File: config.mk
export PLATFORM = sky130hd
export DESIGN_NAME = uart_frame_decoder
export DESIGN_NICKNAME = d
export VERILOG_FILES = /design/src/rtl/uart_frame_decoder.sv
export SDC_FILE = /design/constraint.sdc
export NUM_CORES = 1
export LEC_CHECK = 0
export CORE_MARGIN = 10
export CORE_UTILIZATION = 49
export CTS_CLUSTER_DIAMETER = 80
export DETAILED_ROUTE_END_ITERATION = 6
export GPL_TIMING_DRIVEN = 0
export PLACE_DENSITY = 0.74
export REMOVE_ABC_BUFFERS = 1
export SLEW_MARGIN = 20
export SYNTH_ARGS = -nofsm -noshare
export SYNTH_HDL_FRONTEND = slang
export SYNTH_SLANG_ARGS = --single-unit
File: constraint.sdc
create_clock -name clk -period 3.59 [get_ports clk]
set_input_delay 0.718 -clock clk [delete_from_list [all_inputs] [get_ports clk]]
set_output_delay 0.718 -clock clk [all_outputs]
set_load 0.01 [all_outputs]
File: src/rtl/uart_frame_decoder.sv
// Frame decoder behind the UART receive path: sync header, length, payload, additive checksum.
// Optional inter-byte timeout enabled by defining FRAME_TIMEOUT_EN.
module uart_frame_decoder #(
    parameter logic [7:0]  HEADER0        = 8'hEB,
    parameter logic [7:0]  HEADER1        = 8'h90,
    parameter int unsigned MAX_LEN        = 64,
    parameter int unsigned TIMEOUT_CYCLES = 20000
) (
    input  logic       clk,
    input  logic       rst,
    input  logic [7:0] rx_data,
    input  logic       rx_data_ready,
    input  logic       rx_err,
    output logic [7:0] payload_data,
    output logic       payload_valid,
    output logic [7:0] payload_index,
    output logic [7:0] frame_len,
    output logic       frame_done,
    output logic       frame_ok,
    output logic [2:0] err_code,
    output logic [7:0] err_count
);

    typedef enum logic [2:0] {HUNT0, HUNT1, LEN, PAYLOAD, CHECK} state_t;

    localparam logic [7:0] MAX_LEN_B = 8'(MAX_LEN);

    state_t     state, state_nxt;
    logic [7:0] sum, sum_nxt, cnt, cnt_nxt;
    logic [7:0] len_nxt, pd_nxt, pi_nxt, errcnt_nxt;
    logic       pv_nxt, done_nxt, ok_nxt;
    logic [2:0] code_nxt;
    logic       len_bad, timeout_hit;

    assign len_bad = (rx_data == 8'd0) || (rx_data > MAX_LEN_B);

`ifdef FRAME_TIMEOUT_EN
    localparam int unsigned TW = $clog2(TIMEOUT_CYCLES + 1);
    logic [TW-1:0] timer;

    // Expiry fires on the edge where the count would reach TIMEOUT_CYCLES; a byte wins.
    assign timeout_hit = (state != HUNT0) && !rx_data_ready &&
                         (timer == TW'(TIMEOUT_CYCLES - 1));

    always_ff @(posedge clk) begin
        if (rst || rx_data_ready || state == HUNT0 || timeout_hit)
            timer <= '0;
        else
            timer <= timer + 1'b1;
    end
`else
    logic unused_cfg;
    assign timeout_hit = 1'b0;
    assign unused_cfg  = (TIMEOUT_CYCLES == 0);
`endif

    always_ff @(posedge clk) begin
        if (rst) begin
            state         <= HUNT0;
            sum           <= '0;
            cnt           <= '0;
            frame_len     <= '0;
            payload_data  <= '0;
            payload_index <= '0;
            payload_valid <= 1'b0;
            frame_done    <= 1'b0;
            frame_ok      <= 1'b0;
            err_code      <= '0;
            err_count     <= '0;
        end else begin
            state         <= state_nxt;
            sum           <= sum_nxt;
            cnt           <= cnt_nxt;
            frame_len     <= len_nxt;
            payload_data  <= pd_nxt;
            payload_index <= pi_nxt;
            payload_valid <= pv_nxt;
            frame_done    <= done_nxt;
            frame_ok      <= ok_nxt;
            err_code      <= code_nxt;
            err_count     <= errcnt_nxt;
        end
    end

    always_comb begin
        state_nxt = state;
        if (timeout_hit) begin
            state_nxt = HUNT0;
        end else if (rx_data_ready) begin
            case (state)
                HUNT0:   if (!rx_err && rx_data == HEADER0) state_nxt = HUNT1;
                HUNT1: begin
                    if (rx_err)                  state_nxt = HUNT0;
                    else if (rx_data == HEADER1) state_nxt = LEN;
                    else if (rx_data == HEADER0) state_nxt = HUNT1;
                    else                         state_nxt = HUNT0;
                end
                LEN:     state_nxt = (rx_err || len_bad) ? HUNT0 : PAYLOAD;
                PAYLOAD: begin
                    if (rx_err)                           state_nxt = HUNT0;
                    else if (cnt == frame_len - 8'd1)     state_nxt = CHECK;
                end
                CHECK:   state_nxt = HUNT0;
                default: state_nxt = HUNT0;
            endcase
        end
    end

    always_comb begin
        sum_nxt  = sum;
        cnt_nxt  = cnt;
        len_nxt  = frame_len;
        pd_nxt   = payload_data;
        pi_nxt   = payload_index;
        pv_nxt   = 1'b0;
        done_nxt = 1'b0;
        ok_nxt   = 1'b0;
        code_nxt = 3'd0;
        if (timeout_hit) begin
            done_nxt = 1'b1;
            code_nxt = 3'd4;
        end else if (rx_data_ready) begin
            if (rx_err && state != HUNT0) begin
                done_nxt = 1'b1;
                code_nxt = 3'd3;
            end else begin
                case (state)
                    LEN: begin
                        len_nxt = rx_data;
                        sum_nxt = rx_data;
                        cnt_nxt = '0;
                        if (len_bad) begin
                            done_nxt = 1'b1;
                            code_nxt = 3'd1;
                        end
                    end
                    PAYLOAD: begin
                        pv_nxt  = 1'b1;
                        pd_nxt  = rx_data;
                        pi_nxt  = cnt;
                        sum_nxt = sum + rx_data;
                        cnt_nxt = cnt + 8'd1;
                    end
                    CHECK: begin
                        done_nxt = 1'b1;
                        if (rx_data == sum) ok_nxt = 1'b1;
                        else                code_nxt = 3'd2;
                    end
                    default: ;
                endcase
            end
        end
        errcnt_nxt = (done_nxt && !ok_nxt && err_count != 8'hFF) ? err_count + 8'd1 : err_count;
    end

endmodule

## Word level (Yosys, flattened, before mapping)

Cells that the tools add are included.

- Register bits: 57
- Input port bits: 12
- Output and inout port bits: 38
- Word-level logic and storage cells: 71

- Add/subtract/negate cells: 4
- Magnitude comparators: 1
- Equality and inequality tests: 11
- Multiplexer cells: 23
- Bitwise logic cells: 2
- Reduce and logical (&&, ||, !) cells: 18

Operators with widths:

| cell | number |
|---|---|
| $pmux W8 S2 | 2 |
| $add A8 B1 Y8 const B | 2 |
| $eq A8 B8 Y1 | 2 |
| $eq A8 B8 Y1 const B | 2 |
| $mux W3 | 4 |
| $pmux W3 S4 | 1 |
| $reduce_and A3 Y1 | 4 |
| $mux W1 | 10 |
| $add A8 B8 Y8 | 1 |
| $gt A8 B7 Y1 const B | 1 |
| $logic_not A8 Y1 | 1 |
| $mux W2 | 4 |
| $ne A8 B8 Y1 const B | 1 |
| $sub A8 B1 Y8 const B | 1 |
| $eq A3 B2 Y1 const B | 2 |
| $logic_and A1 B1 Y1 | 4 |
| $pmux W2 S2 | 1 |
| $eq A3 B1 Y1 const B | 1 |
| $eq A3 B3 Y1 const B | 1 |
| $logic_not A3 Y1 | 1 |
| $ne A3 B3 Y1 const B | 1 |
| $reduce_bool A3 Y1 | 1 |
| $reduce_or A3 Y1 | 1 |
| $logic_not A1 Y1 | 2 |
| other kinds (6) | 8 |

## Longest topological paths before layout

- Word-level depth: 8
- Depth in mapped cells: 9
- Mapped depth without buffers: 9

## Worst setup path before layout

No wires, ideal clock.

- Kind: in2reg
- Start: input rx_data[5]
- End: register err_count[1]
- Setup time: 128 ps
- Data arrival time: 2,461 ps
- Required time: 3,462 ps
- Slack: 1,001 ps
- Stages: 7
- Path buffers: 0
- Cells stage by stage: ha_1 > or4_1 > nor3_1 > a21oi_4 > o21ai_4 > mux2i_1 > nor2_1

- Cells in the longest elaborated chain, start to end: 8
- Elaborated cells on any way between the ends: 15
- Classes of those cells: 1 x order compare; 1 x eq/ne; 8 x mux; 5 x reduce/logical

Ends and longest elaborated chain:

| item | RTL line | RTL |
|---|---|---|
| start: declaration | 11 | `input logic [7:0] rx_data,` |
| $gt A8 B7 Y1 (tied with other cells) | 35 | `assign len_bad = (rx_data == 8'd0) \|\| (rx_data > MAX_LEN_B);` |
| $logic_or A1 B1 Y1 / $mux W1 (equally long branches) | 35, 146 |  |
| $mux W1, on equally long branches | 132, 127 |  |
| $pmux W1 S2 / $mux W1 (equally long branches) | 127, 123 |  |
| $mux W1, on equally long branches | 123, 122 |  |
| $mux W1 / $logic_not A1 Y1 (equally long branches) | 122, 153 |  |
| $logic_and A1 B1 Y1 * (2 in a row) | 153 | `errcnt_nxt = (done_nxt && !ok_nxt && err_count != 8'hFF) ? err_count + 8'd1 : err_count;` |
| end signal: assignment | 81 | `err_count <= errcnt_nxt;` |
| end: declaration | 21 | `output logic [7:0] err_count` |

Mark *: on every way between the ends. The rest lies on a longest branch, timed or not.
A chain may end at the register's enable or synchronous reset.

## Worst setup path in the final report

- Start: input rx_data[6]
- End: register err_count[1]

The elaborated chain is that of the path after synthesis.

==> impl_metrics.toml <==
[critical_path]
worstSetupStartpointType = "input port"
worstSetupPathType = "input port to flip-flop"
critPathSlowestCell = "clkdlybuf4s50_1"
crit_required_ns = 3.79
worstPathArrival_ns = 3.43
worst-path-max-fanout = 10
path_cells = "clkdlybuf4s50_1 > ha_1 > or4_1 > nor3_1 > a21oi_4 > o21ai_4 > mux2i_1 > nor2_1"
endpoint_kind = "flip-flop"
slowest_delay_ns = 0.61

[floorplanning]
fp-row-count = 28
dieArea_um2 = 9610
initial_core_util_pct = 50.4
ios = 50
core-area_um2 = 5920
die_h_um = 98.0
die_w_um = 98.0

[timing]
slew-limit-headroom_pct = 53.1
finalSetupViolCount = 0
hold_viol = 0
whs_ns = 0.459
slew_violations = 0
worst_slew_pin_slew_ns = 0.704
rsz0062_at_grt = "no"
fmax_mhz = 310
period_needed_ns = 3.22
finalCritPeriodShare_pct = 89.8
final.setup.tns_ns = 0
fin_skew_ns = 0.00550

[global_routing]
met1_usage_pct = 18.5
grt_busiest_layer = "met2"
grt_start_max_net_pins = 39
grt_overflow = 0
grtUsageTotal_pct = 14.6
use_met2_pct = 22.6
antenna_found_initial = 0
grt_pass1_wl_um = 12300
grtUsageMet3_pct = 5.00
grt_pass1_vias = 2638

[run_status]
status = "complete, no violations"

[placement]
numPortBuffers = 48
place_hpwl_um = 5130
gp_congestion = 0.915
dp_cells = 467

[cts]
cts-root-buf = "clkbuf_8"
hold_buffers = 0
numClockSinks = 56
clk_pin_slew_ns = 0.10
numCtsBuffers = 5
cts_setup_buffers = 0
clockBufferDepth = 2
cts_tree = "yes"
cts_resized = 0
clock_latency_ns = 0.31
h-tree-depth = 2

[routing]
drt_wl_total_um = 7210
vias_per_cell = 5.77
vias = 2740
drt_iter0_markers = 131
route.detailed.wl_per_inst_um = 15.2
antenna_left = 0
drc = 0
first_pass_iters = 4

[power_and_ir_drop]
ir_drop_uv = 235
p_total_mw = 1.10
leakage_nw = 1.24
power_density_nw_per_um2 = 306

[logic_synthesis]
synth_compound_area_share_pct = 17.6
synth_top_area_share_pct = 37.6
seq_area_frac_synth_pct = 37.6
syn-cell-area_um2 = 2980
synthAdderAreaFrac_pct = 4.87
synth_cells = 363
synth_most_common_cell = "dfxtp_1"
synth_top_family_by_area = "simple AND/OR/NAND/NOR gates"
yosysTopAreaCell = "dfxtp_1"
syn_avg_cell_area_um2 = 8.22
synthMuxAreaShare_pct = 2.43
async_flop_share_pct = 0
synth_top_flop_cell = "dfxtp_1"
synthSimpleGateAreaFrac_pct = 27.5
synth_edf_count = 0
synth_common_cells = "56 x dfxtp_1, 42 x nand2_1, 40 x a21oi_1"
ys_seq_elements = 56
synth_cell_types = 53
yosys_warnings = 0
synth.top_cells.by_area = "dfxtp_1 38%, a21oi_1 6.7%, nand2_1 5.3%"
yosys.area_share.xor_xnor_pct = 5.58

[flow_run]
cap_violations = 0

[finish]
fin_util_pct = 60.4
ff_latch_area_um2 = 1120
n_antenna_cell = 0
syn2layout_area_growth_pct = 20.0
nets = 422
fillers = 545
drive_above_1_share_pct = 5.00
final_cell_count_no_fill = 475
multi_input_area_um2 = 1730

[hold_path]
hold_class = "flip-flop to flip-flop"
==> worst paths after layout <==
check | from | end | slack, ns | cells past startpoint
max | rx_data[6] | err_count[1] | 0.37 | 8
max reg2reg | sum[5] | err_count[1] | 1.15 | 7
min reg2reg | payload_data[3] | payload_data[3] | 0.46 | 2
min | payload_data[3] | payload_data[3] | 0.46 | 2
==> power breakdown <==
group | internal [mW] | switching [mW] | total, mW
clock | 0.207 | 0.207 | 0.414
combinational | 0.0242 | 0.0372 | 0.0614
sequential | 0.621 | 0.000101 | 0.621
total | 0.852 | 0.244 | 1.10
==> critical path: cells and delay by family <==
family,cells,cell delay [ns]
adder cells (fa/ha/maj),1,0.47
AO/OA/AOI/OAI,2,0.29
buffers and inverters,1,0.61
AND/OR/NAND/NOR,3,1.11
multiplexers,1,0.23
==> sequential cells by signal, summed over array words and instances, names as in the netlist <==
register       flops
payload_data       8
err_code           2
payload_index      8
state              3
frame_done         1
err_count          8
cnt                8
payload_valid      1
sum                8
frame_ok           1
frame_len          8
==> kinds of logic (layout without fill, tap and decap cells) <==
logic type	count (synthesis)	count (layout)
simple gates	158	158
mux	7	7
xor+xnor	19	19
buf+inv	27	64
flops	56	56
fa+ha+maj	11	11
compound gates	84	84
other cells	1	1
==> per-stage QoR <==
step | setup WS [ns] | cell area (um2)
finish | 0.367 | 3580
global route | 0.239 | 3580
CTS | 0.358 | 3580
detailed placement | 0.0242 | 3470
global placement | -0.0524 | 3450
floorplan | 1.01 | 2880
==> layout make-up <==
class,count,area share (%)
clock buffer,6,2.03
inverter,7,0.734
tap,75,2.62
sequential,56,31.4
multi-input combinational,280,48.4
timing repair buffer,49,13.8
clock inverter,2,0.979
==> cell usage in the layout (no fill, tap or decap), drive strengths merged, types with 3 or more instances in the layout <==
cell	netlist	final
nand2	42	42
nor2	33	33
nand2b	3	3
or4	5	5
o211ai	3	3
nor3b	4	4
xor2	11	11
o21ai	19	19
nand4b	4	4
a21oi	41	41
nor3	8	8
or3	8	8
ha	10	10
clkdlybuf4s50	0	47
clkbuf	13	6
nor2b	4	4
nand3	25	25
dfxtp	56	56
a211oi	7	7
inv	7	7
xnor2	8	8
mux2i	5	5
and3	4	4
nor4	3	3
nand4	5	5
nand3b	3	3
==> routing by layer <==
metal | wire (um) | share of wire (%) | up-vias
met5 | 0 | 0 | -
met3 | 534 | 7.4 | 7
met2 | 3300 | 46 | 67
met4 | 60 | 0.83 | 0
met1 | 3320 | 46 | 1294
li1 | - | - | 1372
Power figures use the tool's default switching activity.
